===== config.mk =====
export PLATFORM = sky130hd
export DESIGN_NAME = ysyx_24080014_lsu
export DESIGN_NICKNAME = d
export VERILOG_FILES = /design/src/rtl/ysyx_24080014_pkg.sv /design/src/rtl/ysyx_24080014_lsu_align.sv /design/src/rtl/ysyx_24080014_lsu.sv
export SDC_FILE = /design/constraint.sdc
export NUM_CORES = 1
export LEC_CHECK = 0
export ABC_AREA = 1
export BUFFER_PORTS_ARGS = -buffer_cell sky130_fd_sc_hd__buf_2
export CORE_UTILIZATION = 50
export CTS_BUF_LIST = sky130_fd_sc_hd__clkbuf_4 sky130_fd_sc_hd__clkbuf_8
export CTS_CLUSTER_DIAMETER = 30
export CTS_CLUSTER_SIZE = 8
export DETAILED_ROUTE_END_ITERATION = 7
export GPL_ROUTABILITY_DRIVEN = 0
export PLACE_DENSITY = 0.91
export SLEW_MARGIN = 30
export SYNTH_ARGS = -nofsm -noshare
export SYNTH_HDL_FRONTEND = slang
export SYNTH_SLANG_ARGS = --single-unit

===== constraint.sdc =====
create_clock -name clk -period 1.8 [get_ports clk]
set_input_delay 0.54 -clock clk [delete_from_list [all_inputs] [get_ports clk]]
set_output_delay 0.54 -clock clk [all_outputs]
set_load 0.05 [all_outputs]

===== src/rtl/ysyx_24080014_pkg.sv =====
// rtl/ysyx_24080014_pkg.sv - shared funct3 encodings and LSU state type
package ysyx_24080014_pkg;

    localparam logic [2:0] F3_B  = 3'b000;
    localparam logic [2:0] F3_H  = 3'b001;
    localparam logic [2:0] F3_W  = 3'b010;
    localparam logic [2:0] F3_BU = 3'b100;
    localparam logic [2:0] F3_HU = 3'b101;

    typedef enum logic [1:0] {
        IDLE = 2'd0,
        REQ  = 2'd1,
        RSP  = 2'd2
    } lsu_state_t;

endpackage


===== src/rtl/ysyx_24080014_lsu_align.sv =====
// rtl/ysyx_24080014_lsu_align.sv - store lane/mask, legality and load extend logic
module ysyx_24080014_lsu_align
    import ysyx_24080014_pkg::*;
(
    input  logic        req_wen,
    input  logic [2:0]  req_funct3,
    input  logic [1:0]  req_offset,
    input  logic [31:0] req_wdata,
    output logic        legal,
    output logic [31:0] lane_wdata,
    output logic [3:0]  lane_wmask,
    input  logic [2:0]  rsp_funct3,
    input  logic [1:0]  rsp_offset,
    input  logic [31:0] rsp_rdata,
    output logic [31:0] load_ext
);

    logic [7:0]  rsp_byte;
    logic [15:0] rsp_half;

    always_comb begin
        legal      = 1'b0;
        lane_wdata = req_wdata;
        lane_wmask = 4'b0000;
        case (req_funct3)
            F3_B: begin
                legal      = 1'b1;
                lane_wdata = {4{req_wdata[7:0]}};
                lane_wmask = 4'b0001 << req_offset;
            end
            F3_H: begin
                legal      = !req_offset[0];
                lane_wdata = {2{req_wdata[15:0]}};
                lane_wmask = req_offset[1] ? 4'b1100 : 4'b0011;
            end
            F3_W: begin
                legal      = (req_offset == 2'b00);
                lane_wmask = 4'b1111;
            end
            // Unsigned variants exist only for loads
            F3_BU:   legal = !req_wen;
            F3_HU:   legal = !req_wen && !req_offset[0];
            default: legal = 1'b0;
        endcase
        if (!req_wen) begin
            lane_wmask = 4'b0000;
        end
    end

    always_comb begin
        rsp_byte = rsp_rdata[7:0];
        case (rsp_offset)
            2'd0:    rsp_byte = rsp_rdata[7:0];
            2'd1:    rsp_byte = rsp_rdata[15:8];
            2'd2:    rsp_byte = rsp_rdata[23:16];
            default: rsp_byte = rsp_rdata[31:24];
        endcase
        rsp_half = rsp_offset[1] ? rsp_rdata[31:16] : rsp_rdata[15:0];
    end

    always_comb begin
        load_ext = rsp_rdata;
        case (rsp_funct3)
            F3_B:    load_ext = {{24{rsp_byte[7]}}, rsp_byte};
            F3_H:    load_ext = {{16{rsp_half[15]}}, rsp_half};
            F3_W:    load_ext = rsp_rdata;
            F3_BU:   load_ext = {24'd0, rsp_byte};
            F3_HU:   load_ext = {16'd0, rsp_half};
            default: load_ext = rsp_rdata;
        endcase
    end

endmodule


===== src/rtl/ysyx_24080014_lsu.sv =====
// rtl/ysyx_24080014_lsu.sv - single-outstanding load/store unit with registered completion
module ysyx_24080014_lsu
    import ysyx_24080014_pkg::*;
(
    input  logic        clk,
    input  logic        rst_n,
    input  logic        req_valid,
    output logic        req_ready,
    input  logic        req_wen,
    input  logic [2:0]  req_funct3,
    input  logic [31:0] req_addr,
    input  logic [31:0] req_wdata,
    output logic        mem_ready,
    output logic        mem_err,
    output logic [31:0] load_data,
    output logic        bus_req_valid,
    input  logic        bus_req_ready,
    output logic        bus_req_wen,
    output logic [31:0] bus_req_addr,
    output logic [31:0] bus_req_wdata,
    output logic [3:0]  bus_req_wmask,
    input  logic        bus_rsp_valid,
    output logic        bus_rsp_ready,
    input  logic [31:0] bus_rsp_rdata,
    input  logic        bus_rsp_err
);

    lsu_state_t  state_q, state_d;
    logic        wen_q;
    logic [2:0]  funct3_q;
    logic [1:0]  offset_q;
    logic [31:0] addr_q;
    logic [31:0] wdata_q;
    logic [3:0]  wmask_q;
    logic        mem_ready_q;
    logic        mem_err_q;
    logic [31:0] load_data_q;

    logic        legal;
    logic [31:0] lane_wdata;
    logic [3:0]  lane_wmask;
    logic [31:0] load_ext;
    logic        req_fire;
    logic        rsp_fire;

    ysyx_24080014_lsu_align u_align (
        .req_wen    (req_wen),
        .req_funct3 (req_funct3),
        .req_offset (req_addr[1:0]),
        .req_wdata  (req_wdata),
        .legal      (legal),
        .lane_wdata (lane_wdata),
        .lane_wmask (lane_wmask),
        .rsp_funct3 (funct3_q),
        .rsp_offset (offset_q),
        .rsp_rdata  (bus_rsp_rdata),
        .load_ext   (load_ext)
    );

    assign req_fire = req_valid && req_ready;
    assign rsp_fire = bus_rsp_valid && bus_rsp_ready;

    // Handshake outputs decode straight from state so reset drops them asynchronously
    always_comb begin
        state_d       = state_q;
        req_ready     = 1'b0;
        bus_req_valid = 1'b0;
        bus_rsp_ready = 1'b0;
        case (state_q)
            IDLE: begin
                req_ready = 1'b1;
                if (req_valid && legal) begin
                    state_d = REQ;
                end
            end
            REQ: begin
                bus_req_valid = 1'b1;
                if (bus_req_ready) begin
                    state_d = RSP;
                end
            end
            RSP: begin
                bus_rsp_ready = 1'b1;
                if (bus_rsp_valid) begin
                    state_d = IDLE;
                end
            end
            default: state_d = IDLE;
        endcase
    end

    always_ff @(posedge clk or negedge rst_n) begin
        if (!rst_n) begin
            state_q     <= IDLE;
            wen_q       <= 1'b0;
            funct3_q    <= 3'b000;
            offset_q    <= 2'b00;
            addr_q      <= 32'd0;
            wdata_q     <= 32'd0;
            wmask_q     <= 4'b0000;
            mem_ready_q <= 1'b0;
            mem_err_q   <= 1'b0;
            load_data_q <= 32'd0;
        end else begin
            state_q     <= state_d;
            mem_ready_q <= 1'b0;
            mem_err_q   <= 1'b0;
            if (req_fire) begin
                wen_q    <= req_wen;
                funct3_q <= req_funct3;
                offset_q <= req_addr[1:0];
                addr_q   <= {req_addr[31:2], 2'b00};
                wdata_q  <= lane_wdata;
                wmask_q  <= lane_wmask;
                // Illegal ops complete next cycle without touching the bus
                if (!legal) begin
                    mem_ready_q <= 1'b1;
                    mem_err_q   <= 1'b1;
                    if (!req_wen) begin
                        load_data_q <= 32'd0;
                    end
                end
            end
            if (rsp_fire) begin
                mem_ready_q <= 1'b1;
                mem_err_q   <= bus_rsp_err;
                if (!wen_q) begin
                    load_data_q <= bus_rsp_err ? 32'd0 : load_ext;
                end
            end
        end
    end

    assign mem_ready     = mem_ready_q;
    assign mem_err       = mem_err_q;
    assign load_data     = load_data_q;
    assign bus_req_wen   = wen_q;
    assign bus_req_addr  = addr_q;
    assign bus_req_wdata = wdata_q;
    assign bus_req_wmask = wmask_q;

endmodule


==> results by group <==
Die
  – Initial Utilization: 51.9%
  – Core area: between 10000 and 15000 µm²
  – # rows: 37
  – Die Width: 106 µm
  – Die Ht: between 100 and 150 µm
  – Die Area: about 11000 µm²
  – Ports: approximately 210

GRT
  – All-Layer GR Usage: 27.1%
  – Largest net degree at the start of global routing: 69
  – Initial antenna violation count: 0
  – Vias in the first global route: 5172
  – Grt ovf: 0
  – First-pass GRT wire length: 23900 µm

Critical path
  – WS Path Type: reg2out
  – CP required: between 1 and 1.5 ns
  – Setup crit start kind: register
  – Worst R2R Path Depth: 7
  – R2r startpoint: state_q[1]
  – WP data arrival: 1.22 ns
  – CP Max Fanout: 4
  – Crit path from: state_q[0]
  – CP endpoint kind: output port

Synth
  – Register area share after synthesis: 50.2%
  – Yosys top cell by area: dfrtp_1
  – Commonest register cell after synthesis: dfrtp_1
  – Post-synth ARST share: 100%
  – Most area-consuming cells after synthesis: dfrtp_1, nand2_1, inv_1, nand3_1, nor2_1
  – Post-Syn Area: 5390 µm²
  – Yosys warning total: 0
  – Yosys reg bits: 108
  – Post-Syn Area per Cell: 7.45 µm²
  – Synth top area share: between 50% and 60%
  – Distinct cells, synth: 28
  – Number of synthesized flops with an enable pin: 0
  – Synthesized instance count: 723
  – Count leader, synth: nand2_1
  – Synth top cells by count: nand2_1, dfrtp_1, inv_1

Placement
  – Dpl ws: 0.120 ns
  – Number of port buffers: 209
  – Hpwl dp: 11000 µm

Clock tree
  – Clock slew at reported path FFs: approximately 0.12 ns
  – Num CTS Buffers: 9
  – Root buffer cell: clkbuf_8
  – Clock Path Buffers: 2
  – CTS tree: done
  – Clock Latency Late Sink: 0.38 ns
  – # H-tree levels: 3
  – Setup bufs post-CTS: 0
  – CTS Sinks: 108

Final layout
  – Fillcell total: 905
  – Total Nets Final: just over 1000
  – Layout cell share with drive strength beyond 1: 28.9%
  – Final Util: 66.1%
  – Area Growth Syn to Fin: 27.3%
  – N_diodes: 0

Detailed routing
  – Avg WL per Cell: 13.8 µm
  – DRT Pass-1 Iters: 5
  – WL final: approximately 15000 µm
  – Residual DRC: 0
  – Antenna Violating Nets Remaining: 0
  – Drt first-iter violations: roughly 340
  – Via density: between 5 and 6
  – Vias post-DR: 5389

STA
  – Skew final: 0.0169 ns
  – Count of final hold-check violations: 0
  – RSZ-0062 raised after global routing: true
  – WHS: 0.105 ns
  – Tcrit/Tclk final: 97.7%
  – Final min period: 1.76 ns
  – Max Clock Freq: approximately 0.57 GHz
  – Max-slew violations: 0
  – Slack of the critical path: 0.0422 ns
  – Finish-stage setup viols: 0

Hold path
  – Worst Hold Class: in2async

Job
  – Max-Cap Viols: 0

Power and ir drop
  – Power per cell area: 1150 nW/µm²
  – Leak: 3.91 nW
  – Peak supply drop: 0.724 mV

Outcome
  – Status: completed
-- where the power goes --
group	leakage, nW	switching [W]	internal (W)
Sequential	1.36	0.000253	0.00283
Combinational	2.45	0.00249	0.000837
Clock	0.0979	0.000921	0.000549
Total	3.91	0.00366	0.00422
-- sequential cells by signal, indices dropped and copies added (netlist names) --
name           count
bus_req_addr      30
bus_req_wdata     32
bus_req_wen        1
bus_req_wmask      4
funct3_q           3
load_data         32
mem_err            1
mem_ready          1
offset_q           2
state_q            2
-- final timing paths --
kind | slack [ns] | to
worst max-delay path | 0.04 | bus_req_valid
worst min-delay path | 0.11 | bus_req_addr[5]
worst max register to register | 0.22 | bus_req_wdata[13]
worst min register to register | 0.49 | bus_req_addr[27]
max in group asynchronous | 1.17 | bus_req_addr[25]
min in group clk | 0.34 | bus_req_addr[22]
-- layer usage --
layer  wire length, µm  up-vias  global-route usage [%]  part of all wire [%]
met4               377        0                    11.7                   2.6
met3              1330       36                    6.18                   9.0
met1              5800     2446                    32.6                    39
met5                 0        -                       0                     0
met2              7270      280                    46.4                    49
li1                  -     2627                       -                     -
-- area by class of cell --
class / instances / area [µm²] / area share [%]
sequential: 108 / 2700 / 39.4
tap: 136 / 170 / 2.48
clock inverter: 7 / 77.6 / 1.13
clock buffer: 9 / 124 / 1.81
timing repair buffer: 229 / 1300 / 18.9
multi-input combinational: 497 / 2170 / 31.7
inverter: 83 / 312 / 4.54
-- cell usage in the layout, fill, tap and decap left out, drive strengths merged --
master / n
a22oi: 1
nor3: 1
clkbuf: 9
nand3b: 3
o22a: 8
inv: 86
o21a: 1
nand3: 59
conb: 2
nor2: 76
dfrtp: 108
buf: 229
o211ai: 3
o32ai: 1
clkinvlp: 1
o21ai: 47
a21oi: 9
or2: 12
nand2: 273
clkinv: 3
o31ai: 1
-- cells by family after synthesis --
kind of cell / Yosys count / synth area share (%)
AO/OA/AOI/OAI: 71 / 7.50
buffers and inverters: 119 / 9.64
flip-flops: 108 / 50.2
other: 1 / 0.0696
AND/OR/NAND/NOR: 424 / 32.6
-- worst max-delay path, stage by stage, from the launching register on --
cell	delay [ns]
dfrtp_2	0.44
inv_1	0.07
nor2_1	0.16
buf_6	0.19
-- timing repair --
item	4_1_cts	5_1_grt
pin swaps	0	0
hold buffers	0	0
endpoints found under the setup margin	3	1
gates resized for setup	4	1
-- through the flow --
step           total power [W]  std cells  setup TNS [ns]  instance area (µm²)
2_1_floorplan          0.00553        724               0                 5390
5_1_grt                0.00829       1069        -0.00457                 6860
6_report               0.00788       1069               0                 6860
4_1_cts                0.00791       1069               0                 6850
3_3_place_gp           0.00637       1053               0                 6640
3_5_place_dp           0.00644       1053               0                 6640
Note: power is estimated with default switching activity, not from simulation.
